**src/rtl/temp_reader_if.sv**
```systemverilog
`default_nettype none
// ============================================================================
// Module   : temp_reader_if
// Brief    : Sensor serial bus plus decoded temperature outputs of temp_reader.
// Revision : 1.0 - initial release
// ============================================================================
interface temp_reader_if;
    logic       miso;
    logic       sclk;
    logic       cs_n;
    logic [5:0] temp;
    logic [3:0] temp_frac;
    logic       sample_valid;
    logic       fault;
    logic       busy;

    // master: the reader itself; slave: sensor and downstream consumer
    modport master (
        input  miso,
        output sclk, cs_n, temp, temp_frac, sample_valid, fault, busy
    );

    modport slave (
        output miso,
        input  sclk, cs_n, temp, temp_frac, sample_valid, fault, busy
    );
endinterface
`default_nettype wire

```
**src/rtl/temp_reader.sv**
```systemverilog
`default_nettype none
// ============================================================================
// Module   : temp_reader
// Brief    : Periodic 12-bit serial read of the temperature sensor, decoded
//            into an unsigned 6.4 fixed-point reading with fault flag.
// Revision : 1.0 - initial release
// ============================================================================
module temp_reader #(
    parameter int CLK_DIV       = 4,
    parameter int SAMPLE_PERIOD = 1000
) (
    input  wire logic      clk,
    input  wire logic      rst_n,
    temp_reader_if.master  bus
);

    localparam int          CNT_W       = $clog2(SAMPLE_PERIOD);
    localparam [CNT_W-1:0]  C_CNT_LAST  = CNT_W'(SAMPLE_PERIOD - 1);
    localparam [7:0]        C_DIV_LAST  = 8'(CLK_DIV - 1);
    localparam [3:0]        C_BIT_LAST  = 4'd11;

    typedef enum logic [1:0] {
        S_IDLE  = 2'd0,
        S_SETUP = 2'd1,
        S_SHIFT = 2'd2,
        S_DONE  = 2'd3
    } state_t;

    state_t          state_q, state_d;
    logic [CNT_W-1:0] cnt_q;
    logic [7:0]      div_q, div_d;
    logic            phase_q, phase_d;
    logic [3:0]      bit_q, bit_d;
    logic [11:0]     shreg_q, shreg_d;
    logic            miso_meta_q, miso_sync_q;
    logic [5:0]      temp_q, temp_d;
    logic [3:0]      frac_q, frac_d;
    logic            fault_q, fault_d;
    logic            valid_q, valid_d;
    logic            w_tick;

    assign w_tick = (cnt_q == C_CNT_LAST);

    always_ff @(posedge clk or negedge rst_n) begin
        if (!rst_n) begin
            cnt_q       <= '0;
            miso_meta_q <= 1'b0;
            miso_sync_q <= 1'b0;
            state_q     <= S_IDLE;
            div_q       <= '0;
            phase_q     <= 1'b0;
            bit_q       <= '0;
            shreg_q     <= '0;
            temp_q      <= '0;
            frac_q      <= '0;
            fault_q     <= 1'b0;
            valid_q     <= 1'b0;
        end else begin
            cnt_q       <= w_tick ? '0 : cnt_q + CNT_W'(1);
            miso_meta_q <= bus.miso;
            miso_sync_q <= miso_meta_q;
            state_q     <= state_d;
            div_q       <= div_d;
            phase_q     <= phase_d;
            bit_q       <= bit_d;
            shreg_q     <= shreg_d;
            temp_q      <= temp_d;
            frac_q      <= frac_d;
            fault_q     <= fault_d;
            valid_q     <= valid_d;
        end
    end

    always_comb begin
        state_d = state_q;
        div_d   = div_q;
        phase_d = phase_q;
        bit_d   = bit_q;
        shreg_d = shreg_q;
        temp_d  = temp_q;
        frac_d  = frac_q;
        fault_d = fault_q;
        valid_d = 1'b0;
        case (state_q)
            S_IDLE: begin
                if (w_tick) begin
                    state_d = S_SETUP;
                    div_d   = '0;
                end
            end
            S_SETUP: begin
                if (div_q == C_DIV_LAST) begin
                    state_d = S_SHIFT;
                    div_d   = '0;
                    phase_d = 1'b0;
                    bit_d   = '0;
                end else begin
                    div_d = div_q + 8'd1;
                end
            end
            S_SHIFT: begin
                if (div_q != C_DIV_LAST) begin
                    div_d = div_q + 8'd1;
                end else begin
                    div_d = '0;
                    // Sample on the edge that raises sclk, i.e. end of the low phase
                    if (!phase_q) begin
                        phase_d = 1'b1;
                        shreg_d = {shreg_q[10:0], miso_sync_q};
                    end else begin
                        phase_d = 1'b0;
                        if (bit_q == C_BIT_LAST) begin
                            state_d = S_DONE;
                        end else begin
                            bit_d = bit_q + 4'd1;
                        end
                    end
                end
            end
            S_DONE: begin
                state_d = S_IDLE;
                if (shreg_q[10]) begin
                    fault_d = 1'b1;
                end else begin
                    fault_d = 1'b0;
                    valid_d = 1'b1;
                    // Negative readings clamp to zero
                    temp_d  = shreg_q[11] ? 6'd0 : shreg_q[9:4];
                    frac_d  = shreg_q[11] ? 4'd0 : shreg_q[3:0];
                end
            end
            default: state_d = S_IDLE;
        endcase
    end

    assign bus.cs_n         = !((state_q == S_SETUP) || (state_q == S_SHIFT));
    assign bus.sclk         = (state_q == S_SHIFT) && phase_q;
    assign bus.busy         = (state_q != S_IDLE);
    assign bus.temp         = temp_q;
    assign bus.temp_frac    = frac_q;
    assign bus.fault        = fault_q;
    assign bus.sample_valid = valid_q;

endmodule
`default_nettype wire

```
**src/flat_wrapper.sv**
```systemverilog
// flat-port wrapper written by rule: the top's interface ports become plain ports
module temp_reader_flat 
#(
    parameter int CLK_DIV       = 4,
    parameter int SAMPLE_PERIOD = 1000
)
  (clk, rst_n, bus_miso, bus_sclk, bus_cs_n, bus_temp, bus_temp_frac, bus_sample_valid, bus_fault, bus_busy);
  temp_reader_if bus_i ();
  input  wire logic clk;
  input  wire logic rst_n;
  input wire logic [$bits(bus_i.miso)-1:0] bus_miso;
  output wire logic [$bits(bus_i.sclk)-1:0] bus_sclk;
  output wire logic [$bits(bus_i.cs_n)-1:0] bus_cs_n;
  output wire logic [$bits(bus_i.temp)-1:0] bus_temp;
  output wire logic [$bits(bus_i.temp_frac)-1:0] bus_temp_frac;
  output wire logic [$bits(bus_i.sample_valid)-1:0] bus_sample_valid;
  output wire logic [$bits(bus_i.fault)-1:0] bus_fault;
  output wire logic [$bits(bus_i.busy)-1:0] bus_busy;
  assign bus_i.miso = bus_miso;
  assign bus_sclk = bus_i.sclk;
  assign bus_cs_n = bus_i.cs_n;
  assign bus_temp = bus_i.temp;
  assign bus_temp_frac = bus_i.temp_frac;
  assign bus_sample_valid = bus_i.sample_valid;
  assign bus_fault = bus_i.fault;
  assign bus_busy = bus_i.busy;
  temp_reader #(.CLK_DIV(CLK_DIV), .SAMPLE_PERIOD(SAMPLE_PERIOD)) u_core (.clk(clk), .rst_n(rst_n), .bus(bus_i));
endmodule
```
**config.mk**
```make
export PLATFORM = sky130hd
export DESIGN_NAME = temp_reader_flat
export DESIGN_NICKNAME = d
export VERILOG_FILES = /design/src/rtl/temp_reader_if.sv /design/src/rtl/temp_reader.sv /design/src/flat_wrapper.sv
export SDC_FILE = /design/constraint.sdc
export NUM_CORES = 1
export LEC_CHECK = 0
export ABC_AREA = 1
export BUFFER_PORTS_ARGS = -buffer_cell sky130_fd_sc_hd__buf_2
export CAP_MARGIN = 10
export CORE_MARGIN = 2
export CORE_UTILIZATION = 54
export CTS_CLUSTER_DIAMETER = 150
export CTS_CLUSTER_SIZE = 25
export DETAILED_ROUTE_END_ITERATION = 6
export GPL_TIMING_DRIVEN = 0
export HOLD_SLACK_MARGIN = 0.1
export PLACE_DENSITY = 0.75
export SYNTH_ARGS = -nofsm -noshare
export SYNTH_HDL_FRONTEND = slang
export SYNTH_SLANG_ARGS = --single-unit
```
**constraint.sdc**
```tcl
create_clock -name clk -period 1.55 [get_ports clk]
set_clock_uncertainty 0.15 [all_clocks]
set_input_delay 0.3875 -clock clk [delete_from_list [all_inputs] [get_ports clk]]
set_output_delay 0.3875 -clock clk [all_outputs]
set_load 0.03 [all_outputs]
```
==> summary.md, run 1 <==
| Metric | Value |
|---|---|
| Outcome | complete, but fails checks |
| Failing checks | negative setup slack |
| Top post-synthesis cells by area | dfrtp_1, nand2_1, nand3_1 |
| DRC viols | 0 |
| CP Class | flop to output pin |
| CP max FO | 3 |
| Final nets | approximately 360 |
| GPL Wtd Cong | approximately 0.81 |
| Mapped cell area | 2500 um2 |
| CTS Root Cell | clkbuf_8 |
| Setup violations, final | 30 |
| Vias | 2108 |
| Detailed Place HPWL | 3.26 mm |
| Tmin final | 1.82 ns |
| Clock Path Buffers | 2 |
| WL/cell | about 14 um |
| Met2 usage | a little under two fifths |
| XOR/XNOR Fraction of Synth Area | 3.16% |
| FF-to-FF path depth | 8 |
| Port buffer count | 17 |
| CTS tree | yes |
| Commonest non-fill, non-tap cells in the layout | nand2_1, dfrtp_1, nand3_1 |
| Final Max Tran Viols | 0 |
| Power Total | roughly 2.3 mW |
| Post-synthesis mux area share | 0% |
| Worst hold path depth | 0 |
| TritonCTS Buffers | 5 |
| Initial antenna violation count | 0 |
| Relative slew slack | between 70% and 80% |
| PD cells | 718 nW/um2 |
| Syn Nets | 309 |
| RR Startpoint | u_core.state_q[0]$_DFFE_PN0P_ |
| Sequential area share after synthesis | 51.1% |
| Antenna cell count | 0 |
| Register clock-pin slew on the reported worst setup and hold paths | ~0.10 ns |
| GRT Total Usage | 23.2% |
| Critical path arrival | 1.29 ns |
| Die area | slightly above 5000 um2 |
| Cell count after synthesis | between 200 and 300 |
| Placement row count | 24 |
| Die Y | between 70 and 80 um |
| Met1 usage | between 20% and 30% |
| Share of layout cells above drive strength 1 | 31.6% |
| RR Endpoint | u_core.shreg_q[6]$_DFFE_PN0P_ |
| Worst skew pair latency | 0.31 ns |
| Fin crit share | 118% |
| Hold EP | u_core.miso_sync_q$_DFF_PN0_ |
| Initial core utilization | 56.6% |
| Ys Warns | 0 |
| Synthesis-stage register bit count | 51 |
| Final Hold Vio Count | 0 |
| Final WS setup | -0.273 ns |
| Top Ports | 18 |
| Met3 Usage GRT | roughly 5.3% |
| P&R area growth vs syn | 30.1% |
| Syn Area/Cell | 8.38 um2 |
| Via/cell ratio | around 5.3 |
| Startpoint types | flop |
| Req. time, crit path | 1.01 ns |
| ANT nets after route | 0 |
| HP Start | u_core.miso_meta_q$_DFF_PN0_ |
| Core area | 4410 um2 |
| VDD IR max | between 0.5 and 0.6 mV |
| Layout fillers | 326 |
| Largest family of logic cells by synthesized area | simple AND/OR/NAND/NOR gates |
| Die Wd | around 70 um |
| Unique masters post-synth | 24 |
| Reg2Reg Setup Slack | -0.21 ns |
| Multi-input gate area | approximately 1200 um2 |
| RSZ-0062 raised after global routing | yes |
| Top cell type's share of synthesized area | 51.1% |
| Htree depth | 2 |
| Most common cell after layout, fill and taps aside | nand2_1 |
| Initial DRC Count | 105 |
| Post-Synth Adder-Cell Area | 4.01% |
| Vias in the first global route | 2106 |
| Top Usage Layer GRT | met2 |
| Fmax | 548 MHz |
| MaxCap Viol Count | 0 |
| Leak Pwr | 1.62 nW |
| Worst Hold Class | flop to flop |
| Largest net degree at the start of global routing | between 50 and 60 |
| First-pass iteration count of the detailed router | 4 |
| WL final | around 5.5 mm |
| CP Capture Type | output pin |
| Post-synth top area cell | dfrtp_1 |
| Post-Route Setup TNS | -4.19 ns |
| Measured slew at the worst slew-check pin | 0.445 ns |
| Grt ovf | 0 |
| Global-route wire length before repair | 9.29 mm |
| Synth Area in Simple Gates | 26.6% |
| Clock sink count | between 50 and 60 |
| Reg area | 1280 um2 |
| Synth Area in Compound Gates | 8.27% |
## layer usage
layer | up-vias | wire, um
li1 | 1046 | -
met1 | 1020 | 2450
met2 | 35 | 2740
met3 | 7 | 203
met4 | 0 | 71
met5 | - | 0
## worst max-delay path, stage by stage (launching register included)
cell and delay, ns:
dfrtp_1 0.41, inv_2 0.11, ha_4 0.15, buf_8 0.10, nand2_4 0.04, inv_2 0.05, buf_6 0.12
## where the power goes
group	switching, mW	internal [mW]
Sequential	0.000562	1.33
Combinational	0.0260	0.0102
Clock	0.475	0.490
## metrics by stage
step                hold WS, ns  std cells  worst slack, ns  area [um2]  utilization, %
detailed placement        0.187        367           -0.236        2660            60.1
global placement          0.183        367           -0.214        2660            60.1
CTS                       0.173        396           -0.336        3130            70.9
floorplan               -0.0581        298          -0.0150        2500               -
finish                    0.202        400           -0.273        3250            73.6
global route              0.227        400           -0.330        3250            73.6
## worst max-delay path by stage
stage                                        startpoint                       endpoint  slack, ns  cells after the start
after floorplan           u_core.state_q[0]$_DFFE_PN0P_                       bus_cs_n      -0.01                      4
after global placement    u_core.state_q[0]$_DFFE_PN0P_                       bus_sclk      -0.21                      6
after detailed placement  u_core.state_q[0]$_DFFE_PN0P_  u_core.shreg_q[6]$_DFFE_PN0P_      -0.24                      8
after CTS                 u_core.state_q[0]$_DFFE_PN0P_                       bus_sclk      -0.34                      6
after global routing      u_core.state_q[0]$_DFFE_PN0P_                       bus_sclk      -0.33                      6
final                     u_core.state_q[0]$_DFFE_PN0P_                       bus_sclk      -0.27                      6
## registers in the layout, summed over array words and instances, names as in the netlist
| name | cells |
|---|---|
| u_core.bus.fault | 1 |
| u_core.bus.sample_valid | 1 |
| u_core.bus.temp | 6 |
| u_core.div_q | 8 |
| u_core.shreg_q | 12 |
| u_core.phase_q | 1 |
| u_core.bus.temp_frac | 4 |
| u_core.cnt_q | 10 |
| u_core.bit_q | 4 |
| u_core.state_q | 2 |
| u_core.miso_meta_q | 1 |
| u_core.miso_sync_q | 1 |
## cell type report
cell class	instances	share of cell area (%)
clock inverters	3	1.46
flip-flops and latches	51	39.3
repair buffers	43	10.7
well taps	52	2.00
multi-input cells	205	38.2
plain buffers	8	1.93
inverters	33	4.35
clock buffers	5	2.12
## cells in the mapped netlist
library cell	number
nand3_1	35
nor2_4	1
nand3_2	2
o21ai_0	17
a21oi_1	11
dfrtp_1	51
inv_1	32
nand2_1	70
xor2_1	8
buf_6	1
nand3_4	1
ha_1	8
o21ai_1	10
nor2_2	2
xnor2_1	1
inv_4	1
nor3_1	1
nand2_2	4
a21oi_4	1
clkbuf_1	5
or2_2	2
buf_2	3
nor3_2	1
nor2_1	30
## cell families (layout without fill, tap and decap cells)
logic type | after synthesis | after routing
simple gates | 149 | 149
flops | 51 | 51
buf+inv | 42 | 92
compound gates | 39 | 39
xor+xnor | 9 | 9
fa+ha+maj | 8 | 8
## repair_timing
| item | 4_1_cts | 5_1_grt |
|---|---|---|
| setup endpoints to repair | 31 | 48 |
| hold buffers | 1 | 1 |
| gates resized for setup | 48 | 36 |
| buffers inserted | 19 | 3 |
| gates cloned | 1 | 1 |
| pin swaps | 20 | 7 |
| endpoints found under the hold margin | 1 | 11 |
Power figures use the tool's default switching activity.
==> inputs of run 2 (changes only) <==
CORE_ASPECT_RATIO = 0.5   (was unset)
==> summary.md, run 2 (synthesis gave the netlist of run 1 again) <==
| Metric | Value |
|---|---|
| Outcome | complete, but fails checks |
| Failing checks | negative setup slack |
| Relative slew slack | 25.5% (-45 points) |
| Worst Hold Class | input port to async pin |
| Crit path largest cell delay | 0.43 ns (+0.02 ns) |
| Critical path's most frequent cell | buf_6 |
| Die area | 5220 um2 (+0.63%) |
| Port buffer count | 17 (unchanged) |
| Share of layout cells above drive strength 1 | 40.1% (+8.5 points) |
| Htree depth | 2 (unchanged) |
| Clock sink count | 51 (unchanged) |
| Placed cells | 372 (+1.4%) |
| VDD IR max | 0.549 mV (-5.2%) |
| Layout fillers | 225 (-31%) |
| Worst path cell trace | buf_6 -> ha_4 -> buf_4 -> buf_6 -> inv_8 -> nor2_4 -> nand3_4 -> buf_6 -> nand2_1 -> o21ai_1 |
| Register clock-pin slew on the reported worst setup and hold paths | 0.09 ns (about the same) |
| Commonest non-fill, non-tap cells in the layout | nand2_1, dfrtp_1, nand3_1 |
| Via/cell ratio | 5.77 (+9.5%) |
| Multi-input gate area | 1410 um2 (+14%) |
| WL final | 7.37 mm (+35%) |
| Most common cell after layout, fill and taps aside | nand2_1 |
| Hold_ws | 0.142 ns (-0.0605 ns) |
| PD cells | 649 nW/um2 (-9.6%) |
| Core area | 4420 um2 (+0.23%) |
| RR Endpoint | u_core.shreg_q[5]$_DFFE_PN0P_ |
| Global-route wire length before repair | 10.3 mm (+10%) |
| Initial core utilization | 56.4% (-0.13 points) |
| Design area | 3520 um2 (+8.4%) |
| TritonCTS Buffers | 5 (unchanged) |
| CTS tree | yes |
| Die Y | 52.1 um (-28%) |
| Biggest register | u_core.shreg_q |
| Leak Pwr | 1.70 nW (+5.4%) |
| Fmax | 523 MHz (-4.7%) |
| Setup violations, final | 44 (+47%) |
| Vias in the first global route | 2172 (+3.1%) |
| GPL Wtd Cong | 0.846 (+3.9%) |
| Critical path arrival | 1.95 ns (+0.66 ns) |
| Final WS setup | -0.364 ns (-0.0904 ns) |
| CP Class | flop to flop |
| RSZ-0062 raised after global routing | yes |
| Post-Route Setup TNS | -9.16 ns (-4.97 ns) |
| Placed instance area | 2660 um2 (+0.24%) |
| Slowest-stage cell, CP | dfrtp_1 |
| P&R area growth vs syn | 41.1% |
| Tmin final | 1.91 ns (+0.0904 ns) |
| WL/cell | 17.7 um (+30%) |
| Die Wd | 100 um (+39%) |
| Req. time, crit path | 1.59 ns (+0.58 ns) |
| FF-to-FF path depth | 10 (+2) |
| Top Ports | 18 (unchanged) |
| Grt ovf | 0 (unchanged) |
| Fin crit share | 123% (+5.8 points) |
| MaxCap Viol Count | 0 (unchanged) |
| Final Hold Vio Count | 0 (unchanged) |
| Placement row count | 17 (-29%) |
| Measured slew at the worst slew-check pin | 1.12 ns (+0.673 ns) |
| Antenna cell count | 0 (unchanged) |
| Worst skew pair latency | 0.30 ns (about the same) |
| Clock Path Buffers | 2 (unchanged) |
| Reg area | 1280 um2 (about the same) |
| CP max FO | 6 (+3) |
| CTS Root Cell | clkbuf_8 |
| Reg2Reg Setup Slack | -0.36 ns (-0.15 ns) |
| Startpoint types | flop |
| Leading registers by flop count | u_core.shreg_q x12, u_core.cnt_q x10, u_core.div_q x8 |
| Detailed Place HPWL | 3.30 mm (+1.1%) |
| ANT nets after route | 0 (unchanged) |
| Max FFs per register | 12 (unchanged) |
| Vias | 2400 (+14%) |
| Final nets | 370 (+3.4%) |
| Final Max Tran Viols | 0 (unchanged) |
| RR Startpoint | u_core.state_q[1]$_DFFE_PN0P_ |
| Final Instance Count excl. Fillers | 416 (+4.0%) |
| Initial antenna violation count | 0 (unchanged) |
| CP Capture Type | flop |
| GRT Total Usage | 25.8% (+2.6 points) |
| Initial DRC Count | 132 (+26%) |
| First-pass iteration count of the detailed router | 5 (+1) |
| DRC viols | 0 (unchanged) |
| Largest net degree at the start of global routing | 52 (unchanged) |
| Final Util | 79.6% (+6.0 points) |
[run 2: changes by cell type in the layout (fill, tap and decap cells not counted), moves of 6 or more]
cell / delta
buf_4: +6
buf_6: +11
nor2_1: -7
nor2_4: +11
o21ai_1: -9
[run 2: how the worst max path moves through the flow]
| stage | slack [ns] | from | cells after the start | end |
|---|---|---|---|---|
| 3_3_place_gp | -0.22 | u_core.state_q[0]$_DFFE_PN0P_ | 6 | bus_sclk |
| 2_1_floorplan | -0.01 | u_core.state_q[0]$_DFFE_PN0P_ | 4 | bus_cs_n |
| 5_1_grt | -0.40 | u_core.state_q[1]$_DFFE_PN0P_ | 6 | bus_sclk |
| 6_report | -0.36 | u_core.state_q[1]$_DFFE_PN0P_ | 10 | u_core.shreg_q[5]$_DFFE_PN0P_ |
| 4_1_cts | -0.32 | u_core.state_q[1]$_DFFE_PN0P_ | 6 | bus_sclk |
| 3_5_place_dp | -0.22 | u_core.state_q[0]$_DFFE_PN0P_ | 6 | bus_sclk |
[run 2: power by group]
part / total (mW) / leakage, nW / internal [mW] / switching [mW]
sequential: 1.33 / 0.694 / 1.33 / 0.00219
combinational: 0.0290 / 0.960 / 0.00349 / 0.0255
clock: 0.924 / 0.0502 / 0.472 / 0.451
total: 2.29 / 1.70 / 1.81 / 0.479
[run 2: area by class of cell]
cell class / instances / area share [%]
buffer: 8 / 2.06
clock buffer: 5 / 1.95
clock inverter: 2 / 1.07
inverter: 33 / 4.15
multi-input combinational: 205 / 40.0
sequential: 51 / 36.2
tap: 57 / 2.02
timing repair buffer: 55 / 12.5
[run 2: critical path: cells and delay by family, from the launching register on]
family                   cells  cell delay, ns
AO/OA/AOI/OAI                1            0.07
AND/OR/NAND/NOR              3            0.41
adder cells (fa/ha/maj)      1            0.14
flip-flops                   1            0.43
buffers and inverters        5            0.58
[run 2: through the flow]
step | total power, mW | worst slack [ns]
5_1_grt | 2.34 | -0.397
6_report | 2.29 | -0.364
4_1_cts | 2.28 | -0.321
3_5_place_dp | 1.39 | -0.222
3_3_place_gp | 1.39 | -0.219
2_1_floorplan | 1.36 | -0.0150
[run 2: what timing repair did]
action | CTS | global route
endpoints found under the setup margin | 38 | 45
resized for setup | 67 | 70
hold buffers | 1 | 0
gates cloned | 2 | 0
setup buffers | 26 | 12
pin swaps | 14 | 26
endpoints found under the hold margin | 1 | 0
[run 2: metal layers]
| metal | vias to the layer above | GRT usage, % | share of wire (%) |
|---|---|---|---|
| met3 | 34 | 5.11 | 8.4 |
| met2 | 141 | 44.9 | 46 |
| met5 | - | 0 | 0 |
| met4 | 0 | 6.85 | 4.0 |
| li1 | 1068 | - | - |
| met1 | 1157 | 33.6 | 42 |
==> inputs of run 3 (changes only) <==
BUFFER_PORTS_ARGS = unset   (was -buffer_cell sky130_fd_sc_hd__buf_2)
CORE_UTILIZATION = 56   (was 54)
DONT_BUFFER_PORTS = 1   (was unset)
PLACE_DENSITY = 0.74   (was 0.75)
==> summary.md, run 3 (synthesis gave the netlist of run 1 again) <==
| Metric | Value |
|---|---|
| Placement row count | 17 (unchanged) |
| Clk pwr share | 42.4% (+2.0 points) |
| Commonest non-fill, non-tap cells in the layout | nand2_1, dfrtp_1, nand3_1 |
| CTS tree | yes |
| Req. time, crit path | 1.01 ns (-0.58 ns) |
| Critical path arrival | 1.32 ns (-0.63 ns) |
| Placed cells | 355 (-4.6%) |
| Startpoint types | flop |
| RR Startpoint | u_core.state_q[1]$_DFFE_PN0P_ |
| PD cells | 712 nW/um2 (+9.7%) |
| Biggest register | u_core.shreg_q |
| Core area | 4340 um2 (-1.9%) |
| First-pass iteration count of the detailed router | 4 (-1) |
| Switching power | 492 uW (+2.7%) |
| Initial core utilization | 57.6% (+1.1 points) |
| Register clock-pin slew on the reported worst setup and hold paths | 0.10 ns (about the same) |
| Final nets | 347 (-6.2%) |
| Via/cell ratio | 5.49 (-4.8%) |
| Worst path cell trace | buf_6 -> ha_4 -> buf_8 -> nand2_4 -> inv_6 |
| TritonCTS Buffers | 5 (unchanged) |
| Final Hold Vio Count | 51 (+51) |
| Outcome | complete, but fails checks |
| Die area | 5040 um2 (-3.4%) |
| Detailed Place HPWL | 3.29 mm (-0.43%) |
| Grt ovf | 0 (unchanged) |
| Largest net degree at the start of global routing | 52 (unchanged) |
| Fmax | 538 MHz (+3.0%) |
| Clock Path Buffers | 2 (unchanged) |
| Global-route wire length before repair | 9.23 mm (-10%) |
| Vias | 2163 (-9.9%) |
| Launch point of the worst path | u_core.state_q[1]$_DFFE_PN0P_ |
| Worst path bufs/invs | 3 (-2) |
| Leading registers by flop count | u_core.shreg_q x12, u_core.cnt_q x10, u_core.div_q x8 |
| # hold bufs at CTS | 1 (unchanged) |
| Initial antenna violation count | 0 (unchanged) |
| Fin crit share | 120% (-3.6 points) |
| Die Y | 51.2 um (-1.7%) |
| DRC viols | 0 (unchanged) |
| GPL Wtd Cong | 0.850 (+0.46%) |
| Tmin final | 1.86 ns (-0.0553 ns) |
| Measured slew at the worst slew-check pin | 0.442 ns (-0.676 ns) |
| Crit path largest cell delay | 0.46 ns (+0.03 ns) |
| Antenna cell count | 0 (unchanged) |
| Final Instance Count excl. Fillers | 394 (-5.3%) |
| VDD IR max | 0.471 mV (-14%) |
| Top Ports | 18 (unchanged) |
| CP Class | flop to output pin |
| Share of layout cells above drive strength 1 | 30.9% (-9.3 points) |
| Clock sink count | 51 (unchanged) |
| CP max FO | 4 (-2) |
| Most common cell after layout, fill and taps aside | nand2_1 |
| GRT Total Usage | 23.7% (-2.1 points) |
| Port buffer count | 0 (-17) |
| Internal power | 1.82 mW (+0.87%) |
| ANT nets after route | 0 (unchanged) |
| CP Capture Type | output pin |
| Initial DRC Count | 99 (-25%) |
| Worst skew pair latency | 0.33 ns (+0.03 ns) |
| Die Wd | 98.4 um (-1.7%) |
| Slowest-stage cell, CP | dfrtp_2 |
| P&R area growth vs syn | 30.2% |
| Layout fillers | 270 (+20%) |
| Setup violations, final | 39 (-11%) |
| Htree depth | 2 (unchanged) |
| Switching share of power | 21.2% (+0.29 points) |
| Final Max Tran Viols | 0 (unchanged) |
| Cell family with most CP delay | flip-flops |
| RSZ-0062 raised after global routing | yes |
| WL final | 6.18 mm (-16%) |
| Worst Hold Class | input port to async pin |
| CTS Root Cell | clkbuf_8 |
| Vias in the first global route | 2063 (-5.0%) |
| Leak Pwr | 1.57 nW (-7.6%) |
| Combinational share of power | 0.1% (-1.2 points) |
| MaxCap Viol Count | 0 (unchanged) |
| Failing checks | negative hold slack, negative setup slack |
| Hold_ws | -0.403 ns (-0.545 ns) |
| Max FFs per register | 12 (unchanged) |
| Share of power burned in registers | 57.6% (-0.7 points) |
| Relative slew slack | 70.5% (+45 points) |
| WL/cell | 15.7 um (-11%) |
| Final WS setup | -0.308 ns (+0.0553 ns) |
run 3: cell types whose count changed in the layout (fill, tap and decap cells not counted), moves of 4 or more:
cell | previous run | this run
buf_2 | 14 | 1
buf_6 | 18 | 10
inv_1 | 21 | 25
inv_2 | 7 | 3
nand2_1 | 54 | 61
nand2_2 | 14 | 8
nor2_1 | 19 | 23
nor2_2 | 1 | 8
nor2_4 | 13 | 2
o21ai_1 | 9 | 13
run 3: per-stage QoR:
step | util, % | TNS [ns] | setup slack (ns) | instance area, um2 | total power [mW]
after floorplan | - | -0.0197 | -0.0150 | 2500 | 1.36
after global placement | 59.4 | -3.93 | -0.202 | 2580 | 1.36
after detailed placement | 59.4 | -5.52 | -0.259 | 2580 | 1.36
after CTS | 69.9 | -4.03 | -0.262 | 3030 | 2.31
after global routing | 74.9 | -6.51 | -0.325 | 3250 | 2.39
final | 74.9 | -4.22 | -0.308 | 3250 | 2.32
run 3: worst paths after layout:
| kind | end | cells after the start | slack [ns] |
|---|---|---|---|
| min | u_core.bus.temp[0]$_DFFE_PN0P_ | 0 | -0.40 |
| max in group asynchronous | u_core.state_q[1]$_DFFE_PN0P_ | 0 | 1.54 |
| min reg2reg | u_core.miso_sync_q$_DFF_PN0_ | 0 | 0.22 |
| max reg2reg | u_core.bit_q[0]$_DFFE_PN0P_ | 9 | -0.21 |
| min in group clk | u_core.miso_sync_q$_DFF_PN0_ | 0 | 0.22 |
| max | bus_sclk | 5 | -0.31 |
run 3: area by class of cell:
type	count	area, um2	share of cell area (%)
Buffer	8	72.6	2.23
Clock buffer	5	68.8	2.12
Clock inverter	3	47.5	1.46
Inverter	33	153	4.70
Multi-Input combinational cell	205	1270	39.0
Sequential cell	51	1280	39.3
Tap cell	57	71.3	2.19
Timing Repair Buffer	32	293	9.01
run 3: metal layers:
layer	global-route usage (%)	wire, um
met1	27.3	2610
met2	44.6	3130
met3	5.75	259
met4	7.53	176
met5	0	0
run 3: repair_timing:
action	CTS	global route
hold endpoints to repair	52	51
endpoints found under the setup margin	41	43
cloned	2	0
gates resized for setup	46	49
setup buffers	17	12
pin swaps	16	17
run 3: power by group through the flow:
stage	Combinational (mW)	Sequential (mW)	Clock, mW
2_1_floorplan	0.00000695	1.36	0
3_3_place_gp	0.00000610	1.36	0
3_5_place_dp	0.00000590	1.36	0
4_1_cts	0.00199	1.33	0.972
5_1_grt	0.00200	1.33	1.05
6_report	0.00199	1.33	0.981
